## config.mk

```make
export PLATFORM = sky130hd
export DESIGN_NAME = sum_fifo
export DESIGN_NICKNAME = d
export VERILOG_FILES = /design/src/rtl/sum_fifo_pkg.sv /design/src/rtl/sum_fifo_mem.sv /design/src/rtl/sum_fifo.sv
export SDC_FILE = /design/constraint.sdc
export NUM_CORES = 1
export LEC_CHECK = 0
export BUFFER_PORTS_ARGS = -buffer_cell sky130_fd_sc_hd__buf_2
export CAP_MARGIN = 20
export CORE_MARGIN = 2
export CORE_UTILIZATION = 45
export DETAILED_ROUTE_END_ITERATION = 10
export PLACE_DENSITY_LB_ADDON = 0.3
export SKIP_LAST_GASP = 1
export SYNTH_ARGS = -nofsm -noshare
export SYNTH_HDL_FRONTEND = slang
export SYNTH_SLANG_ARGS = --single-unit
```

## constraint.sdc

```tcl
create_clock -name clk -period 4.6 [get_ports clk]
set_input_delay 0.92 -clock clk [delete_from_list [all_inputs] [get_ports clk]]
set_output_delay 0.92 -clock clk [all_outputs]
set_load 0.005 [all_outputs]
```

## src/rtl/sum_fifo_pkg.sv

```systemverilog
// Constants and the signed window-sum word shared by the accumulator,
// the sum FIFO and the feature consumer.
package sum_fifo_pkg;

    localparam int SUM_DATA_W = 38;
    localparam int SUM_DEPTH  = 16;
    localparam int SUM_DROP_W = 16;

    typedef logic signed [SUM_DATA_W-1:0] sum_t;

endpackage

```

## src/rtl/sum_fifo_mem.sv

```systemverilog
// DEPTH x DATA_W dual-port RAM: synchronous write, asynchronous read so the
// FIFO head falls through in the same cycle the read pointer moves.
module sum_fifo_mem
    import sum_fifo_pkg::*;
#(
    parameter int DATA_W = SUM_DATA_W,
    parameter int DEPTH  = SUM_DEPTH,
    localparam int ADDR_W = $clog2(DEPTH)
) (
    input  logic              clk,
    input  logic              i_wr_en,
    input  logic [ADDR_W-1:0] i_wr_addr,
    input  logic [DATA_W-1:0] i_wr_data,
    input  logic [ADDR_W-1:0] i_rd_addr,
    output logic [DATA_W-1:0] o_rd_data
);

    logic [DATA_W-1:0] r_mem [DEPTH];

    always_ff @(posedge clk) begin
        if (i_wr_en) begin
            r_mem[i_wr_addr] <= i_wr_data;
        end
    end

    assign o_rd_data = r_mem[i_rd_addr];

endmodule

```

## src/rtl/sum_fifo.sv

```systemverilog
// First-word-fall-through FIFO for completed window sums, with a sticky
// overflow flag and a saturating count of dropped pushes.
module sum_fifo
    import sum_fifo_pkg::*;
#(
    parameter int DATA_W = SUM_DATA_W,
    parameter int DEPTH  = SUM_DEPTH,
    parameter int DROP_W = SUM_DROP_W,
    localparam int ADDR_W = $clog2(DEPTH)
) (
    input  logic                     clk,
    input  logic                     rst,
    input  logic signed [DATA_W-1:0] in_data,
    input  logic                     in_valid,
    output logic signed [DATA_W-1:0] out_data,
    output logic                     out_valid,
    input  logic                     out_ready,
    output logic [ADDR_W:0]          level,
    output logic                     full,
    output logic                     empty,
    output logic                     overflow,
    output logic [DROP_W-1:0]        drop_cnt,
    input  logic                     clr_ovf
);

    logic [ADDR_W:0]     r_wr_ptr;
    logic [ADDR_W:0]     r_rd_ptr;
    logic                r_overflow;
    logic [DROP_W-1:0]   r_drop_cnt;

    logic                w_full;
    logic                w_empty;
    logic                w_pop;
    logic                w_push;
    logic                w_drop;
    logic [DATA_W-1:0]   w_rd_data;

    // Pointers carry one extra wrap bit so full and empty are distinguishable.
    assign w_empty = (r_wr_ptr == r_rd_ptr);
    assign w_full  = (r_wr_ptr[ADDR_W-1:0] == r_rd_ptr[ADDR_W-1:0]) &&
                     (r_wr_ptr[ADDR_W] != r_rd_ptr[ADDR_W]);

    assign w_pop  = !w_empty && out_ready;
    assign w_push = in_valid && (!w_full || w_pop);
    assign w_drop = in_valid && w_full && !w_pop;

    sum_fifo_mem #(
        .DATA_W (DATA_W),
        .DEPTH  (DEPTH)
    ) u_mem (
        .clk       (clk),
        .i_wr_en   (w_push),
        .i_wr_addr (r_wr_ptr[ADDR_W-1:0]),
        .i_wr_data (in_data),
        .i_rd_addr (r_rd_ptr[ADDR_W-1:0]),
        .o_rd_data (w_rd_data)
    );

    always_ff @(posedge clk) begin
        if (rst) begin
            r_wr_ptr <= '0;
            r_rd_ptr <= '0;
        end else begin
            if (w_push) begin
                r_wr_ptr <= r_wr_ptr + 1'b1;
            end
            if (w_pop) begin
                r_rd_ptr <= r_rd_ptr + 1'b1;
            end
        end
    end

    // A drop in the same cycle as clr_ovf wins: the flag stays set and the
    // count restarts at one.
    always_ff @(posedge clk) begin
        if (rst) begin
            r_overflow <= 1'b0;
            r_drop_cnt <= '0;
        end else if (w_drop) begin
            r_overflow <= 1'b1;
            if (clr_ovf) begin
                r_drop_cnt <= DROP_W'(1);
            end else if (!(&r_drop_cnt)) begin
                r_drop_cnt <= r_drop_cnt + 1'b1;
            end
        end else if (clr_ovf) begin
            r_overflow <= 1'b0;
            r_drop_cnt <= '0;
        end
    end

    assign out_data  = w_empty ? '0 : w_rd_data;
    assign out_valid = !w_empty;
    assign level     = r_wr_ptr - r_rd_ptr;
    assign full      = w_full;
    assign empty     = w_empty;
    assign overflow  = r_overflow;
    assign drop_cnt  = r_drop_cnt;

endmodule

```

==> reports/metrics.yaml, run 1 <==
fin_area_um2: 28340
root_buffer: "clkbuf_16"
n_fill_cell: 4107
die_x_um: 237.8
cp-start-kind: "register"
postSynthCellCount: 1130
row_count: 85
path_max_fanout: 25
wire_per_inst_um: 25.83
postCtsHoldBufs: 0
coreArea_um2: 53920
drv_slew: 0
vdd_drop_max_mv: 0.2955
seq_area_frac_synth_pct: 76.74
cts.htree.levels: 3
area_delta_synth_final_pct: 15.18
synthTopCellsByCount: "edfxtp_1, mux4_2, mux2i_1, o22ai_1, dfxtp_1"
ys_async_sr_fraction_pct: 0
synth_warnings: 0
final_cell_count_no_fill: 2028
drive_gt1_share_pct: 31.03
skew_ns: 0.01571
ios: 106
wl_um: 52390
dieArea_um2: 56560
required_ns: 3.68
period_share_pct: 92.20
finish.utilization_pct: 52.55
ys_types: 42
fin_crit_ns: 4.241
place_ws_ns: 0.9904
cts_buffer_depth: 3
die_y_um: 237.8
ctsResizeCount: 0
synth_area_leader_cell: "edfxtp_1"
gr-total-overflow: 0
worst_pin_slew_ns: 0.9584
path_class: "reg2out"
route.detailed.drc: 0
start_util_pct: 45.62
synth_nets: 1184
avgSynthCellArea_um2: 21.77
slew-limit-headroom_pct: 36.11
clock_latency_ns: 0.59
grt_max_degree: 45
placedCellCount: 1914
status: "completed"
finalSetupViolCount: 0
cts_setup_buffers: 0
hold_path_class: "reg2reg"
grt_pass1_vias: 12280
worst_hold_slack_ns: 0.4751
gp_routability_congestion: 0.7787
cts_buffers: 66
cts_tree: "yes"
ys_seq_elements: 639
p_per_area_nw_per_um2: 462.9
total_power_mw: 13.12
fin_setup_tns_ns: 0
antenna_left: 0
yosys_most_used_dff: "edfxtp_1"
drv_cap: 0
arrival_ns: 3.32
finalWorstSetupSlack_ns: 0.3589
yosys.area.top_type_share_pct: 74.21
leakage_nw: 8.807
synth_area_um2: 24600
synthTopCellsByArea: "edfxtp_1, mux4_2, mux2i_1"
first_pass_iters: 5
place_area_um2: 26330
cp-end-kind: "primary output"
antenna_found_initial: 5
portBuffers: 105
fmax_mhz: 235.8
yosysMostFrequentCell: "edfxtp_1"
drt_iter0_drc: 1077
hold_violations: 0
path_clk_slew_ns: 0.06
vias: 11770
grt_pass1_wl_um: 78210
rsz0062_at_grt: "no"
nNetsFinal: 1340
synth_edf_count: 608
dp_hpwl_um: 29090
grtUsageTotal_pct: 18.90
numClockSinks: 639
via_per_inst: 5.803
## sequential cells by signal (all words and copies together) (netlist names), named ones only
| signal | count |
|---|---|
| u_mem.r_mem | 608 |
| drop_cnt | 16 |
| r_rd_ptr | 5 |
| r_wr_ptr | 5 |
| overflow | 1 |
## layout make-up
type | instances | area [um^2] | share of cell area [%]
flip-flops and latches | 639 | 18890 | 66.66
multi-input cells | 422 | 5543 | 19.56
clock buffers | 81 | 1749 | 6.173
repair buffers | 147 | 991.0 | 3.497
well taps | 696 | 870.8 | 3.073
clock inverters | 32 | 252.7 | 0.8919
inverters | 10 | 37.54 | 0.1325
diodes | 1 | 2.502 | 0.008831
## placed cells by master, fill, tap and decap left out, drive strengths merged, types with 6 or more instances in the layout
cell / instances
a21oi: 7
buf: 147
clkbuf: 81
clkinv: 23
dfxtp: 31
edfxtp: 608
ha: 10
inv: 16
mux2i: 76
mux4: 152
nand2: 12
nand2b: 6
nand3: 6
nand4: 15
nor2: 30
nor3: 7
o21ai: 15
o22ai: 38
xnor2: 13
xor2: 12
## critical path: stages, from the launching register on
cell      delay, ns
dfxtp_1        0.56
ha_1           0.30
and4_1         0.32
nand2_1        0.16
nand2b_2       0.73
buf_4          0.37
o22ai_1        0.13
buf_2          0.14
## where the power goes
part / switching [mW] / internal, mW / total, mW
registers: 0.0807 / 6.44 / 6.52
clock network: 2.14 / 2.88 / 5.02
logic: 0.772 / 0.804 / 1.58
## final timing paths
| path | from | endpoint | cells past startpoint | slack, ns |
|---|---|---|---|---|
| worst max-delay path | r_wr_ptr[2] | out_data[32] | 7 | 0.36 |
| worst min-delay path | overflow | overflow | 2 | 0.48 |
| worst max register to register | r_wr_ptr[2] | u_mem.r_mem[4][11] | 6 | 1.42 |
| worst min register to register | overflow | overflow | 2 | 0.48 |
## logic make-up (layout without fill, tap and decap cells)
logic type      Yosys count  after routing  synth area share [%]
compound gates           66             66                 1.612
xor+xnor                 25             25                0.8900
fa+ha+maj                11             11                0.5900
buf+inv                  69            270                 1.200
flops                   639            639                 76.74
mux                     228            228                 17.01
other cells               0              1                     0
simple gates             92             92                 1.963
## metal layers
layer | GRT usage [%] | routed length, um | vias up
met5 | 0 | 49 | -
met4 | 5.508 | 928 | 8
met3 | 3.332 | 2822 | 70
met2 | 30.51 | 25740 | 335
met1 | 26.68 | 22850 | 6310
li1 | - | - | 5046
Note: power is estimated with default switching activity, not from simulation.
==> run 2, diff against run 1 <==
--- a/config.mk
+++ b/config.mk
@@ -8,7 +8,7 @@
 export BUFFER_PORTS_ARGS = -buffer_cell sky130_fd_sc_hd__buf_2
 export CAP_MARGIN = 20
 export CORE_MARGIN = 2
-export CORE_UTILIZATION = 45
+export CORE_UTILIZATION = 35
 export DETAILED_ROUTE_END_ITERATION = 10
 export PLACE_DENSITY_LB_ADDON = 0.3
 export SKIP_LAST_GASP = 1
==> reports/metrics.yaml, run 2 (synthesis gave the netlist of run 1 again) <==
status: "completed"
hold_violations: 0  # unchanged
grt_pass1_vias: 12280  # +0.0081%
cp-start-kind: "register"
path_clk_slew_ns: 0.06  # about the same
finish.utilization_pct: 41.40  # -11 points
finalSetupViolCount: 0  # unchanged
coreArea_um2: 69790  # +29%
via_per_inst: 5.129  # -12%
cts_setup_buffers: 0  # unchanged
first_pass_iters: 7  # +2
grt_max_degree: 73  # +62%
largest_reg_flops: 608  # unchanged
period_share_pct: 92.76  # +0.56 points
antenna_left: 0  # unchanged
cts.htree.levels: 3  # unchanged
hold_path_class: "reg2reg"
path_class: "reg2out"
wire_per_inst_um: 24.50  # -5.2%
slowest_delay_ns: 0.57  # -0.16 ns
nNetsFinal: 1332  # -0.60%
worst_pin_slew_ns: 0.9721  # +0.01367 ns
drv_slew: 0  # unchanged
cts_buffer_depth: 3  # unchanged
numClockSinks: 639  # unchanged
fin_crit_ns: 4.267  # +0.02584 ns
cp_top_family: "simple AND/OR/NAND/NOR gates"
mostFrequentLayoutCell: "edfxtp_1"
path_max_fanout: 21  # -16%
antenna_found_initial: 6  # +1
rsz0062_at_grt: "no"
p_per_area_nw_per_um2: 471.3  # +1.8%
area_delta_synth_final_pct: 17.43
leakage_nw: 8.893  # +0.97%
die_y_um: 269.1  # +13%
grt_pass1_wl_um: 82050  # +4.9%
largest_register: "u_mem.r_mem"
fin_setup_tns_ns: 0  # unchanged
crit_chain: "ha_1 > and4_1 > nand2_1 > nand2_2 > buf_4 > o22ai_1 > buf_2"
gr-total-overflow: 0  # unchanged
drive_gt1_share_pct: 31.43  # +0.40 points
route.detailed.drc: 0  # unchanged
fmax_mhz: 234.4  # -0.61%
postCtsHoldBufs: 0  # unchanged
cts_tree: "yes"
cp_num_buf_inv: 2  # unchanged
ios: 106  # unchanged
dieArea_um2: 72430  # +28%
skew_ns: 0.01726  # +0.001550 ns
required_ns: 3.68  # about the same
cp-end-kind: "primary output"
root_buffer: "clkbuf_16"
vdd_drop_max_mv: 0.2352  # -20%
portBuffers: 105  # unchanged
dp_hpwl_um: 29780  # +2.4%
ctsResizeCount: 0  # unchanged
grtUsageTotal_pct: 15.38  # -3.5 points
row_count: 97  # +14%
arrival_ns: 3.35  # +0.03 ns
gp_routability_congestion: 0.7734  # -0.68%
cts_buffers: 69  # +4.5%
crit_path_top_delay_cell: "dfxtp_1"
die_x_um: 269.1  # +13%
clock_latency_ns: 0.62  # +0.03 ns
start_util_pct: 35.25  # -10 points
drv_cap: 0  # unchanged
wl_um: 55710  # +6.3%
final_cell_mix: "edfxtp_1, mux4_2, buf_2"
drt_iter0_drc: 827  # -23%
vias: 11660  # -0.89%
slew-limit-headroom_pct: 35.04  # -1.1 points
[run 2: cell types whose count changed in the layout (fill, tap and decap cells not counted), sizes merged]
| cell | change |
|---|---|
| inv | -2 |
| clkinv | +12 |
| clkinvlp | +2 |
| bufinv | +4 |
| clkbuf | -3 |
| buf | -11 |
[run 2: path summary, 6_finish.rpt]
| path | end | slack [ns] | cells after the start | startpoint |
|---|---|---|---|---|
| min | overflow | 0.49 | 2 | overflow |
| max | out_data[37] | 0.33 | 7 | r_wr_ptr[2] |
| min reg2reg | overflow | 0.49 | 2 | overflow |
| max reg2reg | u_mem.r_mem[4][31] | 1.44 | 6 | r_wr_ptr[2] |
[run 2: layer usage]
layer / vias up / GRT usage [%] / share of wire [%]
li1: 5043 / - / -
met1: 6238 / 20.25 / 43
met2: 289 / 25.44 / 50
met3: 82 / 3.598 / 5.7
met4: 12 / 4.572 / 1.9
met5: - / 0 / 0.14
[run 2: tightest hold or removal path, cell delays in order (launching register included)]
cell	delay [ns]
dfxtp_1	0.31
nand2b_1	0.07
a21oi_1	0.06
[run 2: layout make-up]
class                      instances  area (um^2)
tap                              940         1176
multi-input combinational        422         5543
fill                            6103        40900
clock inverter                    48        475.5
inverter                          10        37.54
clock buffer                      78         1782
sequential                       639        18890
timing repair buffer             136        983.4
antenna                            1        2.502
[run 2: power breakdown]
| group | switching (mW) | internal [mW] |
|---|---|---|
| Combinational | 0.817 | 0.787 |
| Sequential | 0.0591 | 6.44 |
| Clock | 2.29 | 3.21 |
| Total | 3.17 | 10.4 |
[run 2: through the flow]
stage | worst slack, ns | instances | cell area [um^2] | total power [mW] | hold slack (ns)
floorplan | 0.2315 | 1130 | 24600 | 7.680 | 0.4658
global placement | 1.059 | 2147 | 26630 | 8.276 | 0.4590
detailed placement | 0.9309 | 2147 | 26630 | 8.287 | 0.4806
CTS | 0.2649 | 2273 | 28890 | 13.81 | 0.4967
global route | 0.1418 | 2273 | 28890 | 14.12 | 0.5262
finish | 0.3331 | 2274 | 28890 | 13.61 | 0.4866
